$ cat src/rtl/harris_frame_seq.sv
// Multi-frame sequencer for the Harris accelerator. Each frame is handled in three steps:
// the host loads the img BRAM, the accelerator runs over it, and the host drains the result.
module harris_frame_seq #(
    parameter int ADDR_W  = 8,
    parameter int DATA_W  = 32,
    parameter int FRAME_W = 16,
    parameter int TIMEOUT = 1048576
) (
    input  logic               clk,
    input  logic               rst,
    input  logic               cmd_valid,
    output logic               cmd_ready,
    input  logic [FRAME_W-1:0] cmd_nframes,
    output logic               load_grant,
    input  logic               load_done,
    input  logic               host_img_we,
    input  logic [ADDR_W-1:0]  host_img_addr,
    input  logic [DATA_W-1:0]  host_img_wdata,
    output logic               res_valid,
    input  logic               res_ack,
    output logic               acc_start,
    input  logic               acc_ready,
    input  logic               acc_done,
    input  logic               acc_img_ce,
    input  logic [ADDR_W-1:0]  acc_img_addr,
    output logic               img_ce,
    output logic               img_we,
    output logic [ADDR_W-1:0]  img_addr,
    output logic [DATA_W-1:0]  img_wdata,
    output logic               err,
    output logic [FRAME_W-1:0] frame_cnt
);

    localparam logic [2:0] S_IDLE  = 3'd0;
    localparam logic [2:0] S_LOAD  = 3'd1;
    localparam logic [2:0] S_START = 3'd2;
    localparam logic [2:0] S_RUN   = 3'd3;
    localparam logic [2:0] S_DRAIN = 3'd4;
    localparam logic [2:0] S_ERR   = 3'd5;

    localparam int              WD_W    = 21;
    localparam logic [WD_W-1:0] WD_LAST = WD_W'(TIMEOUT - 1);

    logic [2:0]         state, next_state;
    logic [FRAME_W-1:0] nframes_q;
    logic [FRAME_W-1:0] frame_cnt_inc;
    logic [WD_W-1:0]    wd_cnt;
    logic               cmd_accept;
    logic               wd_active;
    logic               wd_hit;

    assign cmd_ready     = (state == S_IDLE) || (state == S_ERR);
    assign cmd_accept    = cmd_valid && cmd_ready;
    assign load_grant    = (state == S_LOAD);
    assign res_valid     = (state == S_DRAIN);
    assign frame_cnt_inc = frame_cnt + FRAME_W'(1);
    assign wd_active     = (state == S_START) || (state == S_RUN);
    assign wd_hit        = (TIMEOUT != 0) && wd_active && (wd_cnt == WD_LAST);

    // NOTE: next_state gets a default before the case so no path leaves it unassigned (no latch).
    always_comb begin
        next_state = state;
        case (state)
            S_IDLE, S_ERR: begin
                if (cmd_accept) next_state = (cmd_nframes == '0) ? S_IDLE : S_LOAD;
            end
            S_LOAD: begin
                if (load_done) next_state = S_START;
            end
            S_START: begin
                if (wd_hit)         next_state = S_ERR;
                else if (acc_ready) next_state = acc_done ? S_DRAIN : S_RUN;
            end
            S_RUN: begin
                if (wd_hit)        next_state = S_ERR;
                else if (acc_done) next_state = S_DRAIN;
            end
            S_DRAIN: begin
                if (res_ack) next_state = (frame_cnt_inc == nframes_q) ? S_IDLE : S_LOAD;
            end
            default: next_state = S_IDLE;
        endcase
    end

    // NOTE: all state is updated with non-blocking assignments so every register samples pre-edge values.
    always_ff @(posedge clk or posedge rst) begin
        if (rst) begin
            state     <= S_IDLE;
            nframes_q <= '0;
            wd_cnt    <= '0;
            acc_start <= 1'b0;
            err       <= 1'b0;
            frame_cnt <= '0;
        end else begin
            state     <= next_state;
            acc_start <= (next_state == S_START);

            if (state != S_START && next_state == S_START) wd_cnt <= '0;
            else if (wd_active)                            wd_cnt <= wd_cnt + WD_W'(1);

            if (cmd_accept) begin
                err       <= 1'b0;
                nframes_q <= cmd_nframes;
                if (cmd_nframes != '0) frame_cnt <= '0;
            end else if (wd_hit) begin
                err <= 1'b1;
            end

            if (state == S_DRAIN && res_ack) frame_cnt <= frame_cnt_inc;
        end
    end

    // The BRAM port belongs to the host only in LOAD and to the accelerator only in RUN.
    always_comb begin
        img_ce    = 1'b0;
        img_we    = 1'b0;
        img_addr  = '0;
        img_wdata = '0;
        case (state)
            S_LOAD: begin
                img_ce    = host_img_we;
                img_we    = host_img_we;
                img_addr  = host_img_addr;
                img_wdata = host_img_wdata;
            end
            S_RUN: begin
                img_ce   = acc_img_ce;
                img_addr = acc_img_addr;
            end
            default: ;
        endcase
    end

endmodule
$ cat config.mk
export PLATFORM = sky130hd
export DESIGN_NAME = harris_frame_seq
export DESIGN_NICKNAME = d
export VERILOG_FILES = /design/src/rtl/harris_frame_seq.sv
export SDC_FILE = /design/constraint.sdc
export NUM_CORES = 1
export LEC_CHECK = 0
export ABC_CLOCK_PERIOD_IN_PS = 4870
export CORE_ASPECT_RATIO = 0.6
export CORE_MARGIN = 1
export CORE_UTILIZATION = 30
export DETAILED_ROUTE_END_ITERATION = 6
export HOLD_SLACK_MARGIN = 0.12
export PLACE_DENSITY = 0.62
export SLEW_MARGIN = 30
export SYNTH_ARGS = -nofsm -noshare
export SYNTH_HDL_FRONTEND = slang
export SYNTH_SLANG_ARGS = --single-unit
$ cat constraint.sdc
create_clock -name clk -period 4.87 [get_ports clk]
set_input_delay 0.487 -clock clk [delete_from_list [all_inputs] [get_ports clk]]
set_output_delay 0.487 -clock clk [all_outputs]
set_load 0.005 [all_outputs]
---- Word-level counts from Yosys, hierarchy flattened ----
Cells that the tools add are included.
cells by class
  $add $sub $neg .......................... 2
  eq/ne operators ......................... 9
  multiplexer cells ....................... 22
  reduce and logical (&&, ||, !) cells .... 15
operator list
  operator                 number
  $mux W16                 3
  $mux W21                 2
  $mux W32                 1
  $mux W3                  8
  $add A21 B1 Y21 const B  1
  $eq A21 B20 Y1 const B   1
  $add A16 B1 Y16 const B  1
  $eq A16 B16 Y1           1
  $logic_not A16 Y1        1
  $pmux W8 S2              1
  $reduce_bool A16 Y1      1
  $pmux W3 S5              1
  $eq A3 B2 Y1 const B     3
  $reduce_bool A2 Y1       4
  $eq A3 B3 Y1 const B     2
  $mux W1                  5
  $logic_and A1 B1 Y1      4
  $eq A3 B1 Y1 const B     1
  $logic_not A3 Y1         1
  $ne A3 B2 Y1 const B     1
  $logic_or A1 B1 Y1       2
  $pmux W1 S2              1
  $reduce_and A2 Y1        1
  $reduce_or A2 Y1         1
word-level totals
  register bits ........................... 58
  input bits .............................. 73
  output and inout port bits .............. 63
  logic and storage cells ................. 54

---- Longest topological paths before layout ----
Gate-level depths: netlist of run 1.
  word-level depth ........................ 8
  mapped depth ............................ 9
  depth with buffers taken out ............ 7

---- Worst setup path after synthesis of run 1 ----
Ideal clock, no wire load.
  path kind ............................... register to register
  start point ............................. reg frame_cnt[0]
  end point ............................... reg state[0]
  setup time .............................. 0.132 ns
  data arrival time ....................... 2.071 ns
  required time ........................... 4.738 ns
  path slack .............................. 2.666 ns
  cell stages (with the launch flop) ...... 9
  buffers on the path ..................... 1
  period minus slack after synthesis ...... 2.204 ns
  path through ............................ dfrtp_1 ha_1 buf_2 inv_1 or4_4 nor3_2 o221ai_2 a2111oi_2 o21ai_1
between the ends
  word-level cells in the longest chain between the ends .. 5
RTL lines
  element                   RTL line  text
  start: declaration        31        output logic [FRAME_W-1:0] frame_cnt
  start signal: assignment  109       if (state == S_DRAIN && res_ack) frame_cnt <= frame_cnt_inc;
  $add A16 B1 Y16           56        assign frame_cnt_inc = frame_cnt + FRAME_W'(1);
  $eq A16 B16 Y1            79        if (res_ack) next_state = (frame_cnt_inc == nframes_q) ? S_IDLE : S_LOAD;
  $mux W1                   79
  $mux W3                   79
  $pmux W3 S5               63        case (state)
  via next_state[0]         44        logic [2:0] state, next_state;
  end signal: assignment    95        state <= next_state;
  end: declaration          44
The timed path passes the listed nets, and every way through them passes these cells.
A chain may end at the register's enable or synchronous reset.

---- Final worst setup path of run 1 ----
  start point ............................. reg state[1]
  end point ............................... out img_ce
between the ends
  word-level cells in the longest chain between the ends .. 2
  elaborated cells between the ends (all ways) .. 3
  those cells by class .................... eq/ne: 2; mux: 1
RTL lines
  element                                       RTL line  text
  $eq A3 B2 Y1 or $eq A3 B1 Y1 (tied branches)  119       case (state)
  $pmux W1 S2 (*)                               119
  end: declaration                              26        output logic img_ce,
Every way passes the cells marked *; elsewhere a longest branch is shown, timed or not.

==> summary.txt, run 1 <==
Run
  – Max Cap Violations: 0

Route
  – Final wirelength: 11.2 mm
  – Vias per Instance: 4.98
  – Vias post-DR: 3409
  – DRT iter0 DRCs: 255
  – Post-DRT Antenna Nets: 0
  – Drt pass-1 iters: 5
  – WL per Instance: 16.4 um
  – Residual DRC: 0

Power and ir drop
  – LEAKAGE: 2.14 nW
  – Peak VDD IR: 0.154 mV
  – Power Density: 440 mW/mm2

Die
  – Die Height: 86.2 um
  – DIE WIDTH: 142 um
  – Core area: 0.0114 mm2
  – Ports: 136
  – Initial core utilization: 31.0%
  – Row count: 30
  – Die Footprint: 0.0123 mm2

Layout
  – N_diodes: 0
  – Design area: 0.00537 mm2
  – Layout cells sized above 1: 7.06%
  – Commonest non-fill, non-tap cells in the layout: 135 x clkdlybuf4s50_1, 58 x dfrtp_1, 50 x nor2_1, 36 x and2_1, 25 x nand2_1
  – Commonest non-fill, non-tap cell in the layout: clkdlybuf4s50_1
  – Syn-to-layout area delta: 51.7%
  – Nets: 594

CTS
  – Hold buffers post-CTS: 0
  – Clk sinks: 58
  – Clock Path Buffers: 2
  – Postcts setup bufs: 0
  – Clk Latency, worst-skew pair: 330 ps
  – Post-cts resize count: 0
  – CTS Root Cell: clkbuf_16
  – CTS buffer count: 9
  – Clock slew at reported path FFs: 50 ps
  – CTS tree: yes
  – CTS HTree Levels: 3

Timing
  – Sum Neg Setup Slack: 0 ps
  – Final setup fails: 0
  – Clk_skew: 5.39 ps
  – Worst-margin pin slew: 781 ps
  – Max Clock Freq: 334 MHz
  – RSZ-0062 raised after global routing: no
  – Slew Viols, Final: 0
  – Fin crit period: 2990 ps
  – Rel. slew slack: 47.9%
  – Final hold viol count: 0
  – Period utilization: 61.4%

GRT
  – Largest net degree at the start of global routing: 59
  – First-pass GRT wire length: 17.9 mm
  – Initial antenna violation count: 0
  – GRT overflow: 0
  – Vias in the first global route: 3319
  – GRT Resource Usage Total: 19.4%

Setup path
  – R2r setup slk: 2070 ps
  – Critical Path AT: 2500 ps
  – Family with the most delay on the worst path: flip-flops
  – Setup CP Type: reg -> out
  – Crit-path slowest cell: dfrtp_1
  – Crit start category: flip-flop
  – Bufs and invs on worst path: 1
  – Largest stage delay, worst path: 730 ps
  – Critical Path End Type: output port
  – Crit Path Max Fanout: 15
  – Req. time, crit path: 4380 ps
  – CP Cell Sequence: nor2b_1 -> a31o_2 -> clkdlybuf4s50_1

Placed design
  – # port buffers: 135
  – DP HPWL: 8.74 mm
  – Placed inst area: 0.00505 mm2
  – Final Wtd Congestion: 0.844

Min path
  – Tightest Hold Check Type: reg -> reg

Synthesis
  – Area leader, netlist: dfrtp_1
  – Top_reg_cell synth: dfrtp_1
  – Synth top area cells: dfrtp_1 41%, and2_1 6.5%, nor2_1 5.3%
  – Yosys reg bits: 58
  – Top cell type's share of synthesized area: 41.0%
  – Post-synthesis cell count: 386
  – Synth Area per Inst: 9.17 um2
  – Warnings from Yosys: 0
  – Number of flops mapped to enable cells by yosys: 0
  – Post-synth ARST share: 100%
  – Seq/Total Area, Yosys: 41.0%
  – Distinct cell type count after synthesis: 51
  – Mapped Nets: 461
  – Mapped cell area: 0.00354 mm2

Status
  – Run status: finished clean
==> path summary, 6_finish.rpt <==
path | startpoint | depth (start not counted) | endpoint
setup / recovery | state[1] | 3 | img_ce
hold / removal | nframes_q[11] | 1 | nframes_q[11]
setup reg to reg | state[1] | 6 | acc_start
hold reg to reg | nframes_q[11] | 1 | nframes_q[11]
max in group asynchronous | rst | 3 | nframes_q[11]
min in group asynchronous | rst | 3 | wd_cnt[13]
==> registers in the layout, indices dropped and copies added, names as in the netlist <==
| name | flops |
|---|---|
| err | 1 |
| acc_start | 1 |
| state | 3 |
| frame_cnt | 16 |
| nframes_q | 16 |
| wd_cnt | 21 |
==> synthesized netlist by cell type, types with 2 or more instances <==
master    instances
nor3_2            2
mux2_1           12
mux2i_1           9
nand2_1          25
nor2b_1           2
nor3_1            4
nand4_1          11
and2_1           37
o21ai_1          16
buf_2             5
nor4_1            5
nor2_1           50
xor2_1           20
xnor2_1          18
ha_1              2
a21oi_1          12
and4_1            3
inv_1             7
nand3_1          18
o41ai_1           3
or3_1             3
o21ai_0          12
dfrtp_1          58
nand2b_1          2
and3_1            7
clkbuf_1          8
a31o_2            2
buf_1             3
o31ai_1           4
mux2_2            5
==> stage by stage <==
stage | utilization [%] | std cells | hold slack, ps | setup WS, ps | total power, mW
after floorplan | - | 386 | 479 | 2670 | 1.20
after detailed placement | 44.2 | 668 | 500 | 2090 | 1.69
after global routing | 47.1 | 684 | 534 | 1730 | 2.50
final | 47.1 | 684 | 507 | 1880 | 2.36
after CTS | 47.1 | 684 | 511 | 1860 | 2.38
after global placement | 44.2 | 668 | 493 | 2210 | 1.67
==> layout make-up <==
class	instances	area, um2
Clock buffer	11	243
Clock inverter	5	77.6
Fill cell	1086	6040
Inverter	7	26.3
Multi-Input combinational cell	305	2000
Sequential cell	58	1450
Tap cell	160	200
Timing Repair Buffer	138	1370
==> worst reg2reg max path, cell delays in order (launching register included) <==
cell and delay (ps):
dfrtp_1 730, nor2b_1 700, nand2_1 300, nor2_1 280, nand3_1 230, a31o_2 300, and2_1 160
==> report_power, final <==
group | total [mW] | switching, mW | internal, mW
Combinational | 0.959 | 0.421 | 0.538
Sequential | 0.718 | 0.134 | 0.585
Clock | 0.683 | 0.223 | 0.460
==> routing by layer <==
layer | global-route usage (%) | vias up | routed length [um]
li1 | - | 1628 | -
met1 | 25.8 | 1626 | 5080
met2 | 29.9 | 144 | 4890
met3 | 6.92 | 11 | 1090
met4 | 5.38 | 0 | 159
met5 | 0 | - | 0
==> kinds of logic after synthesis <==
kind of cell / count (synthesis) / share of synthesized area (%)
simple gates: 178 / 27.0
flops: 58 / 41.0
compound gates: 60 / 10.7
fa+ha+maj: 2 / 0.707
buf+inv: 23 / 2.61
xor+xnor: 39 / 10.0
mux: 26 / 7.95
Note: power is estimated with default switching activity, not from simulation.
==> run 2: changes to the inputs <==
--- a/config.mk
+++ b/config.mk
@@ -5,13 +5,13 @@
 export SDC_FILE = /design/constraint.sdc
 export NUM_CORES = 1
 export LEC_CHECK = 0
-export ABC_CLOCK_PERIOD_IN_PS = 4870
+export ABC_CLOCK_PERIOD_IN_PS = 2480
 export CORE_ASPECT_RATIO = 0.6
 export CORE_MARGIN = 1
 export CORE_UTILIZATION = 30
 export DETAILED_ROUTE_END_ITERATION = 6
 export HOLD_SLACK_MARGIN = 0.12
-export PLACE_DENSITY = 0.62
+export PLACE_DENSITY = 0.65
 export SLEW_MARGIN = 30
 export SYNTH_ARGS = -nofsm -noshare
 export SYNTH_HDL_FRONTEND = slang
==> constraint.sdc (replaced) <==
create_clock -name clk -period 2.48 [get_ports clk]
set_input_delay 0.248 -clock clk [delete_from_list [all_inputs] [get_ports clk]]
set_output_delay 0.248 -clock clk [all_outputs]
set_load 0.005 [all_outputs]
==> summary.txt, run 2 (synthesized netlist as in run 1, its figures left out) <==
Die
  – Initial core utilization: 31.0%
  – Ports: 136
  – Core area: 0.0114 mm2
  – Die Height: 86.2 um
  – DIE WIDTH: 142 um
  – Die Footprint: 0.0123 mm2
  – Row count: 30

GRT
  – GRT overflow: 0
  – First-pass GRT wire length: 18.1 mm
  – Vias in the first global route: 3353
  – Met2 global-route usage: 30.5%
  – Met3 GRT Util: 6.64%
  – Initial antenna violation count: 0
  – Busiest grt layer: met2
  – GRT Resource Usage Total: 19.8%
  – Largest net degree at the start of global routing: 29
  – Grt met1 use: 26.4%

Setup path
  – Worst reg2reg path endpoint: state[0]
  – Family with the most delay on the worst path: buffers and inverters
  – CP Cell Sequence: nand2b_2 -> nor2_1 -> buf_4 -> buf_6 -> and2_1 -> clkdlybuf4s50_1
  – RR Startpoint: frame_cnt[4]
  – Crit start category: flip-flop
  – Largest stage delay, worst path: 500 ps
  – R2r setup slk: 270 ps
  – Bufs and invs on worst path: 3
  – R2R depth: 6
  – Crit-path slowest cell: clkdlybuf4s50_1
  – Critical Path End Type: output port
  – Crit. Startpoint: state[2]
  – Setup CP Type: reg -> out
  – Req. time, crit path: 2230 ps
  – Critical Path AT: 2080 ps
  – Crit Path Max Fanout: 21
  – Worst path depth: 6

Timing
  – Final hold viol count: 0
  – Sum Neg Setup Slack: 0 ps
  – Fin crit period: 2330 ps
  – Period utilization: 94.0%
  – Clk_skew: 3.93 ps
  – Worst-margin pin slew: 471 ps
  – RSZ-0062 raised after global routing: no
  – Rel. slew slack: 68.2%
  – Final setup fails: 0
  – Max Clock Freq: 429 MHz
  – Slew Viols, Final: 0

Power and ir drop
  – Clock Power Share: 27.0%
  – Comb pwr share: 43.8%
  – Power Density: 849 mW/mm2
  – Switching part of the total power: 32.5%
  – Peak VDD IR: 0.365 mV
  – Int Power: 3.15 mW
  – Total power: 4.66 mW
  – LEAKAGE: 2.23 nW
  – Seq pwr share: 29.2%
  – Net Sw Power: 1.52 mW

Layout
  – Finished Layout Cells: 699
  – Largest Register: wd_cnt
  – N_diodes: 0
  – Commonest non-fill, non-tap cell in the layout: clkdlybuf4s50_1
  – Max reg flops: 21
  – Largest regs: wd_cnt x21, frame_cnt x16, nframes_q x16
  – Finished Core Util: 48.1%
  – Nets: 610
  – Syn-to-layout area delta: 55.1%
  – Commonest non-fill, non-tap cells in the layout: 135 x clkdlybuf4s50_1, 58 x dfrtp_1, 50 x nor2_1, 37 x and2_1, 25 x nand2_1
  – Fillers: 1115
  – Layout cells sized above 1: 9.65%

CTS
  – Clk sinks: 58
  – CTS Root Cell: clkbuf_16
  – Clock Path Buffers: 2
  – Clk Latency, worst-skew pair: 330 ps
  – Postcts setup bufs: 0
  – CTS tree: yes
  – Clock slew at reported path FFs: 50 ps
  – CTS HTree Levels: 3
  – CTS buffer count: 9

Run
  – Max Cap Violations: 0

Route
  – Final wirelength: 11.4 mm
  – Drt pass-1 iters: 4
  – Residual DRC: 0
  – Post-DRT Antenna Nets: 0
  – Vias per Instance: 4.90
  – Vias post-DR: 3422
  – WL per Instance: 16.4 um
  – DRT iter0 DRCs: 258

Min path
  – Tightest Hold Check Type: in -> async

Placed design
  – DP HPWL: 9.18 mm
  – Placed insts: 684
  – # port buffers: 135
  – Final Wtd Congestion: 0.898

Status
  – Run status: finished clean
run 2: changes by cell type in the layout (fill, tap and decap cells not counted):
cell        before  now
nand2b_2         0    1
and2_1          36   37
buf_12           0    1
nand2b_1         2    1
and2_2           1    0
clkbuf_8         1    3
buf_6            0    1
clkinv_2         2    1
bufinv_16        2    1
clkinvlp_4       1    0
buf_4            3   17
run 2: what timing repair did:
| action | in CTS | in global routing |
|---|---|---|
| hold buffers | 0 | 0 |
| gates resized for setup | 1 | 1 |
| setup endpoints to repair | 3 | 20 |
run 2: worst max-delay path by stage:
stage	endpoint	slack, ps
after global placement	state[0]	320
after detailed placement	state[0]	300
after floorplan	state[0]	280
after global routing	img_wdata[21]	3
after CTS	img_wdata[23]	70
final	img_wdata[12]	150
run 2: area by class of cell:
cell class | instances | area [um2] | area share [%]
inverter | 7 | 26.3 | 0.478
clock buffer | 13 | 270 | 4.92
timing repair buffer | 154 | 1510 | 27.5
tap | 160 | 200 | 3.64
clock inverter | 2 | 35.0 | 0.638
sequential | 58 | 1450 | 26.4
multi-input combinational | 305 | 2000 | 36.4
run 2: routing by layer:
layer  vias up  part of all wire (%)
met1      1617                    46
li1       1665                     -
met4         0                  0.79
met3         8                   9.4
met5         -                     0
met2       132                    44
run 2: metrics by stage:
step	instance area (um2)	hold WS [ps]	setup WS, ps
2_1_floorplan	3540	365	276
5_1_grt	5490	251	3.29
4_1_cts	5490	225	74.7
3_5_place_dp	5180	503	296
6_report	5490	213	149
3_3_place_gp	5180	497	317
run 2: power groups by stage:
stage | Clock [mW] | Sequential (mW) | Combinational [mW]
after floorplan | 0 | 1.30 | 1.06
after global placement | 0 | 1.36 | 2.02
after detailed placement | 0 | 1.37 | 2.04
after CTS | 1.29 | 1.36 | 2.06
after global routing | 1.33 | 1.38 | 2.23
final | 1.26 | 1.36 | 2.04
